--- src/rtl/hello_pkg.sv ---
// Shared constants for the HELLO banner: character codes, message table,
// position count, controller state encoding and pos arithmetic helpers.
package hello_pkg;

  localparam logic [2:0] CH_H     = 3'd0;
  localparam logic [2:0] CH_E     = 3'd1;
  localparam logic [2:0] CH_L     = 3'd2;
  localparam logic [2:0] CH_O     = 3'd3;
  localparam logic [2:0] CH_BLANK = 3'd4;

  localparam int NUM_POS = 6;

  localparam logic [2:0] MSG [NUM_POS] = '{CH_H, CH_E, CH_L, CH_L, CH_O, CH_BLANK};

  typedef enum logic [1:0] {
    PAUSE = 2'd0,
    RUN   = 2'd1,
    BLINK = 2'd2
  } state_e;

  // One rotation step mod 6; dir=0 increments, dir=1 decrements.
  function automatic logic [2:0] pos_step(input logic [2:0] p, input logic d);
    logic [2:0] r;
    if (d == 1'b0) begin
      r = (p >= 3'd5) ? 3'd0 : p + 3'd1;
    end else begin
      r = ((p == 3'd0) || (p > 3'd5)) ? 3'd5 : p - 3'd1;
    end
    return r;
  endfunction

  function automatic logic [2:0] pos_clamp(input logic [2:0] p);
    return (p > 3'd5) ? 3'd5 : p;
  endfunction

endpackage

--- src/rtl/hello_rotator.sv ---
// Combinational map from rotation position to the six per-digit character
// codes: char_i = MSG[(4 - i + pos) mod 6].
module hello_rotator
  import hello_pkg::*;
(
  input  logic [2:0]                 pos_i,
  output logic [NUM_POS-1:0][2:0]    chars_o
);

  logic [4:0] idx;

  // Offset of 10 keeps the subtraction non-negative before the mod.
  always_comb begin
    chars_o = '0;
    idx     = 5'd0;
    for (int i = 0; i < NUM_POS; i++) begin
      idx        = (5'd10 - 5'(i) + {2'b00, pos_i}) % 5'd6;
      chars_o[i] = MSG[idx[2:0]];
    end
  end

endmodule

--- src/rtl/hello_scroll_ctrl.sv ---
// HELLO banner scroll sequencer: prescaled auto-scroll, single-step, load.
// Define HELLO_SCROLL_BLINK_EN to blank the display for BLINK_TICKS steps after an automatic wrap.
module hello_scroll_ctrl
  import hello_pkg::*;
#(
  parameter int TICK_DIV    = 50_000_000,
  parameter int BLINK_TICKS = 2
) (
  input  logic       CLOCK_50,
  input  logic       RESET,
  input  logic       run,
  input  logic       dir,
  input  logic       step,
  input  logic       load,
  input  logic [2:0] load_pos,
  output logic [2:0] pos,
  output logic [2:0] char0,
  output logic [2:0] char1,
  output logic [2:0] char2,
  output logic [2:0] char3,
  output logic [2:0] char4,
  output logic [2:0] char5,
  output logic       tick
);

  localparam int                  CNT_W    = $clog2(TICK_DIV);
  localparam logic [CNT_W-1:0]    CNT_MAX  = CNT_W'(TICK_DIV - 1);
  localparam int                  BLK_W    = $clog2(BLINK_TICKS) + 1;
  localparam logic [BLK_W-1:0]    BLK_LAST = BLK_W'(BLINK_TICKS - 1);
  localparam logic [NUM_POS-1:0][2:0] RESET_CHARS = {CH_BLANK, CH_H, CH_E, CH_L, CH_L, CH_O};

  state_e                  state_q, state_d;
  logic [CNT_W-1:0]        cnt_q, cnt_d;
  logic [BLK_W-1:0]        blk_q, blk_d;
  logic [2:0]              pos_q, pos_d;
  logic                    tick_q, tick_d;
  logic                    blank_d;
  logic                    adv_s;
  logic [NUM_POS-1:0][2:0] chars_q, rot_chars;

`ifdef HELLO_SCROLL_BLINK_EN
  logic wrap_s;
  // A load in the tick cycle overrides the step, so it cannot cause a wrap.
  assign wrap_s = tick_d && !load && (dir ? (pos_q == 3'd0) : (pos_q == 3'd5));
`endif

  hello_rotator u_rot (
    .pos_i   (pos_d),
    .chars_o (rot_chars)
  );

  always_comb begin
    state_d = state_q;
    cnt_d   = cnt_q;
    blk_d   = blk_q;
    tick_d  = (state_q != PAUSE) && (cnt_q == CNT_MAX);
    adv_s   = tick_d || ((state_q == PAUSE) && step);

    if (load) begin
      pos_d = pos_clamp(load_pos);
    end else if (adv_s) begin
      pos_d = pos_step(pos_q, dir);
    end else begin
      pos_d = pos_q;
    end

    case (state_q)
      PAUSE: begin
        cnt_d   = '0;
        state_d = run ? RUN : PAUSE;
      end
      RUN: begin
        cnt_d = tick_d ? '0 : cnt_q + CNT_W'(1);
        if (!run) begin
          state_d = PAUSE;
          cnt_d   = '0;
        end
`ifdef HELLO_SCROLL_BLINK_EN
        else if (wrap_s) begin
          state_d = BLINK;
          blk_d   = '0;
        end
`endif
        else begin
          state_d = RUN;
        end
      end
      BLINK: begin
        cnt_d = tick_d ? '0 : cnt_q + CNT_W'(1);
        if (tick_d && (blk_q == BLK_LAST)) begin
          state_d = run ? RUN : PAUSE;
          blk_d   = '0;
        end else if (tick_d) begin
          blk_d = blk_q + BLK_W'(1);
        end else begin
          blk_d = blk_q;
        end
      end
      default: begin
        state_d = PAUSE;
        cnt_d   = '0;
        blk_d   = '0;
      end
    endcase

    blank_d = (state_d == BLINK);
  end

  always_ff @(posedge CLOCK_50) begin
    if (RESET) begin
      state_q <= PAUSE;
      cnt_q   <= '0;
      blk_q   <= '0;
      pos_q   <= 3'd0;
      tick_q  <= 1'b0;
      chars_q <= RESET_CHARS;
    end else begin
      state_q <= state_d;
      cnt_q   <= cnt_d;
      blk_q   <= blk_d;
      pos_q   <= pos_d;
      tick_q  <= tick_d;
      chars_q <= blank_d ? {NUM_POS{CH_BLANK}} : rot_chars;
    end
  end

  assign pos   = pos_q;
  assign tick  = tick_q;
  assign char0 = chars_q[0];
  assign char1 = chars_q[1];
  assign char2 = chars_q[2];
  assign char3 = chars_q[3];
  assign char4 = chars_q[4];
  assign char5 = chars_q[5];

endmodule
--- config.mk ---
export PLATFORM = sky130hd
export DESIGN_NAME = hello_scroll_ctrl
export DESIGN_NICKNAME = d
export VERILOG_FILES = /design/src/rtl/hello_pkg.sv /design/src/rtl/hello_rotator.sv /design/src/rtl/hello_scroll_ctrl.sv
export SDC_FILE = /design/constraint.sdc
export NUM_CORES = 1
export LEC_CHECK = 0
export ABC_CLOCK_PERIOD_IN_PS = 14000
export CORE_AREA = 2 2 75 77
export CTS_CLUSTER_SIZE = 28
export DETAILED_ROUTE_END_ITERATION = 10
export DIE_AREA = 0 0 77 79
export PLACE_DENSITY = 0.94
export SYNTH_ARGS = -nofsm -noshare
export SYNTH_HDL_FRONTEND = slang
export SYNTH_HIERARCHICAL = 1
export SYNTH_SLANG_ARGS = --single-unit
--- constraint.sdc ---
create_clock -name CLOCK_50 -period 14 [get_ports CLOCK_50]
set_input_delay 3.5 -clock CLOCK_50 [delete_from_list [all_inputs] [get_ports CLOCK_50]]
set_output_delay 3.5 -clock CLOCK_50 [all_outputs]
set_load 0.1 [all_outputs]
==> results.txt <==
- Among all flip-flop cells after synthesis, the most frequent one is sky130_fd_sc_hd__dfxtp_1.
* Max-cap check violation count: 0
- Power density over the cells: 123.3 nW/µm²
- Worst Path Class, Setup: input port to flip-flop
- Number of distinct standard cells referenced by the synthesized netlist: 62
- The die is 77 µm wide.
* Antenna diode count: 0
- Setup repair after global routing left no endpoint under its margin.
- The first TritonRoute pass finished after 6 iterations.
- Final sum of negative setup slack: 0 ns
- Filler cell count in the final layout: 421
- Post-route ant nets: 0
- Via count of the first global-routing pass: 2531
- Of the cells placed in the final design, the portion with a size suffix greater than 1 is 0.05627.
- The clock arrives with 0.01583 ns of skew.
* Global route overflow: 0
- STA classifies the critical path endpoint as a flip-flop.
* Gpl congestion: 0.9087
- Final Setup Violations: 0
- Area of the die: 6083 µm²
- Slew of the pin with the lowest slew margin: 1.272 ns
- Most frequent cells after synthesis: 52 x sky130_fd_sc_hd__dfxtp_1, 35 x sky130_fd_sc_hd__nor2_1, 26 x sky130_fd_sc_hd__nand2_1, 23 x sky130_fd_sc_hd__ha_1, 20 x sky130_fd_sc_hd__inv_1
* Mean cell area of the mapped netlist: 8.423 µm²
- Number of max-slew violations in the final report: 0
- Count of port buffers added during placement: 30
- Top-area cell type share of the netlist area: 0.3349
* Sequential cell area fraction in the yosys report: 0.3349
* Area Growth Syn to Fin: 13.24%
- Counting the buffers created by CTS gives 5.
- Number of flops mapped to enable cells by yosys: 0
* Arr. time, crit path: 8.46 ns
* Remaining DRCs: 0
- In this run, post-CTS repair resized a total of 0 instances.
- Utilization of the core after routing: 0.6594
- Clock tree synthesis found a total of 52 sinks.
* Dpl hpwl: 4.978 mm
- Summed over all layers, the routed wires come to 6.881 mm.
- Summed over all cells, the static leakage comes to 1.310 nW.
* Die span in y: 79 µm
- The biggest area contributor in the post-synthesis netlist is sky130_fd_sc_hd__dfxtp_1.
- Number of core rows: 27
- Worst hold path class: flip-flop to flip-flop
* Data required time of the critical path: 14.21 ns
* Dominant cell by count in the synthesized netlist: sky130_fd_sc_hd__dfxtp_1
- Flip-flop and latch count after synthesis: 52
* Yosys warnings: 6
- The clock passes through at most 2 buffers.
- Worst Setup Start Kind: input port
- For this block, the initial DRC count from the detailed router was 184.
- Slew Limit Headroom: 0.1442
- TritonCTS clock tree: yes
* Cell count of the worst reg-to-reg path: 19
- Across all layers, the routed design uses 2753 vias.
* Quantity of hold-fixing buffers added after cts: 0
- After clock tree synthesis, the clock-pin slew on the worst setup and hold paths is 0.09 ns.
- Crit share post-route: 0.5896
- Largest cells by area after synthesis: sky130_fd_sc_hd__dfxtp_1 33%, sky130_fd_sc_hd__ha_1 9.3%, sky130_fd_sc_hd__xor2_1 4.8%, sky130_fd_sc_hd__nor2_1 4.2%, sky130_fd_sc_hd__xnor2_1 3.7%
- Maximum ir drop on the vdd rail: 0.1410 mV
- Clock network latency to the later pin of the worst-skew pair: 0.31 ns
- Across every metal layer, demand over resource in global routing totals 0.2299.
- The floorplan step defined a core boundary enclosing 5338 µm².
- First-pass GRT wire length: 11.42 mm
* Pin count of the biggest net entering global routing: 26
* NumNets Final: 422
* Synthesized netlist cell count: 369
* Async S/R FF share, synth: 0
- Crit path max fanout: 18
- After detailed routing, the average wire length per cell comes to 14.86 µm.
- Initial standard-cell utilization of the core: 0.5823
* Net count after synthesis: 401
- Summed instance area of the synthesized netlist: 3108 µm²
* Hold Path Depth: 2
- Number of placed I/O pins: 31
* Final min period: 8.254 ns
- H-Tree Level Count: 2
* Clock tree root buffer cell: sky130_fd_sc_hd__clkbuf_8
* Initial antenna violation count: 0
- Max frequency: 121.2 MHz
- Run status: completed
- After clock tree synthesis, the setup repair step added 0 buffers.
- Number of endpoints with negative hold slack in the final report: 0
* Number of vias per cell: 5.946
[cell type report]
class / count / area [µm²] / area share
multi-input combinational: 279 / 1906 / 0.5414
timing repair buffer: 31 / 307.8 / 0.08745
sequential: 52 / 1041 / 0.2958
tap: 72 / 90.09 / 0.02560
inverter: 21 / 78.83 / 0.02240
clock buffer: 6 / 82.58 / 0.02346
clock inverter: 2 / 13.76 / 0.003910
[report_power, final]
group	internal [mW]	leakage (nW)	switching, mW
clock network	0.0406	0.0516	0.0520
registers	0.158	0.424	0.00476
logic	0.0550	0.835	0.124
total	0.253	1.31	0.181
[placed cells by master, fill, tap and decap left out, types with 5 or more instances in the layout]
cell type	count
sky130_fd_sc_hd__nand4_1	9
sky130_fd_sc_hd__dfxtp_1	52
sky130_fd_sc_hd__nor2_1	35
sky130_fd_sc_hd__inv_1	20
sky130_fd_sc_hd__xnor2_1	13
sky130_fd_sc_hd__a21oi_1	19
sky130_fd_sc_hd__clkdlybuf4s50_1	30
sky130_fd_sc_hd__o21ai_0	19
sky130_fd_sc_hd__clkbuf_8	6
sky130_fd_sc_hd__and2_1	11
sky130_fd_sc_hd__o21a_1	6
sky130_fd_sc_hd__nor3_1	6
sky130_fd_sc_hd__nand3_1	15
sky130_fd_sc_hd__nor4_1	7
sky130_fd_sc_hd__a211oi_1	5
sky130_fd_sc_hd__nand2_1	26
sky130_fd_sc_hd__xor2_1	17
sky130_fd_sc_hd__ha_1	23
[through the flow]
stage	area, µm²	std cells	hold slack [ns]	worst slack (ns)	total power [mW]
floorplan	3108	369	0.4122	6.818	0.3071
global placement	3423	455	0.4259	5.805	0.3377
detailed placement	3423	455	0.4390	5.534	0.3425
CTS	3520	463	0.4536	5.853	0.4347
global route	3520	463	0.4929	5.497	0.4533
finish	3520	463	0.4611	5.746	0.4341
[layer usage]
layer | vias up | part of all wire | GRT usage
met5 | - | 0 | 0
met3 | 11 | 0.065 | 0.05114
met2 | 99 | 0.49 | 0.4132
met1 | 1299 | 0.43 | 0.2773
met4 | 0 | 0.011 | 0.06429
li1 | 1344 | - | -
[flip-flops by register name, summed over array words and instances (netlist names)]
register,count
blk_q,2
char0,3
char1,3
char2,3
char3,3
char4,3
char5,3
cnt_q,26
pos,3
state_q,2
tick,1
[critical path, cell delays in order]
cell	delay (ns)
sky130_fd_sc_hd__clkdlybuf4s50_1	0.53
sky130_fd_sc_hd__or4_1	0.52
sky130_fd_sc_hd__a21oi_1	0.14
sky130_fd_sc_hd__a221oi_1	0.06
sky130_fd_sc_hd__a221o_1	0.40
sky130_fd_sc_hd__nand2_1	0.46
sky130_fd_sc_hd__ha_1	0.34
sky130_fd_sc_hd__nand2_2	0.11
sky130_fd_sc_hd__ha_1	0.35
sky130_fd_sc_hd__nand3_1	0.09
sky130_fd_sc_hd__o41ai_1	0.08
sky130_fd_sc_hd__a21oi_1	0.37
sky130_fd_sc_hd__nand2_1	0.17
sky130_fd_sc_hd__ha_1	0.22
sky130_fd_sc_hd__a311oi_2	0.22
sky130_fd_sc_hd__o311a_2	0.25
sky130_fd_sc_hd__nand3_4	0.10
sky130_fd_sc_hd__a221oi_2	0.31
sky130_fd_sc_hd__a31oi_1	0.07
sky130_fd_sc_hd__and2_1	0.15
[logic make-up after synthesis]
family / synth area share
DFF: 0.3349
xor gates and xnor gates: 0.08454
adders and majority gates: 0.09259
and+or+nand+nor: 0.2629
buffers and inverters: 0.05193
AOI/OAI and AO/OA: 0.1594
muxes: 0.01369
[worst paths after layout]
check | from | endpoint | slack (ns)
worst max register to register | cnt_q[0] | char1[0] | 8.23
worst max-delay path | dir | char1[0] | 5.75
worst min-delay path | blk_q[1] | blk_q[1] | 0.46
worst min register to register | blk_q[1] | blk_q[1] | 0.46
(Power assumes the default switching activity.)
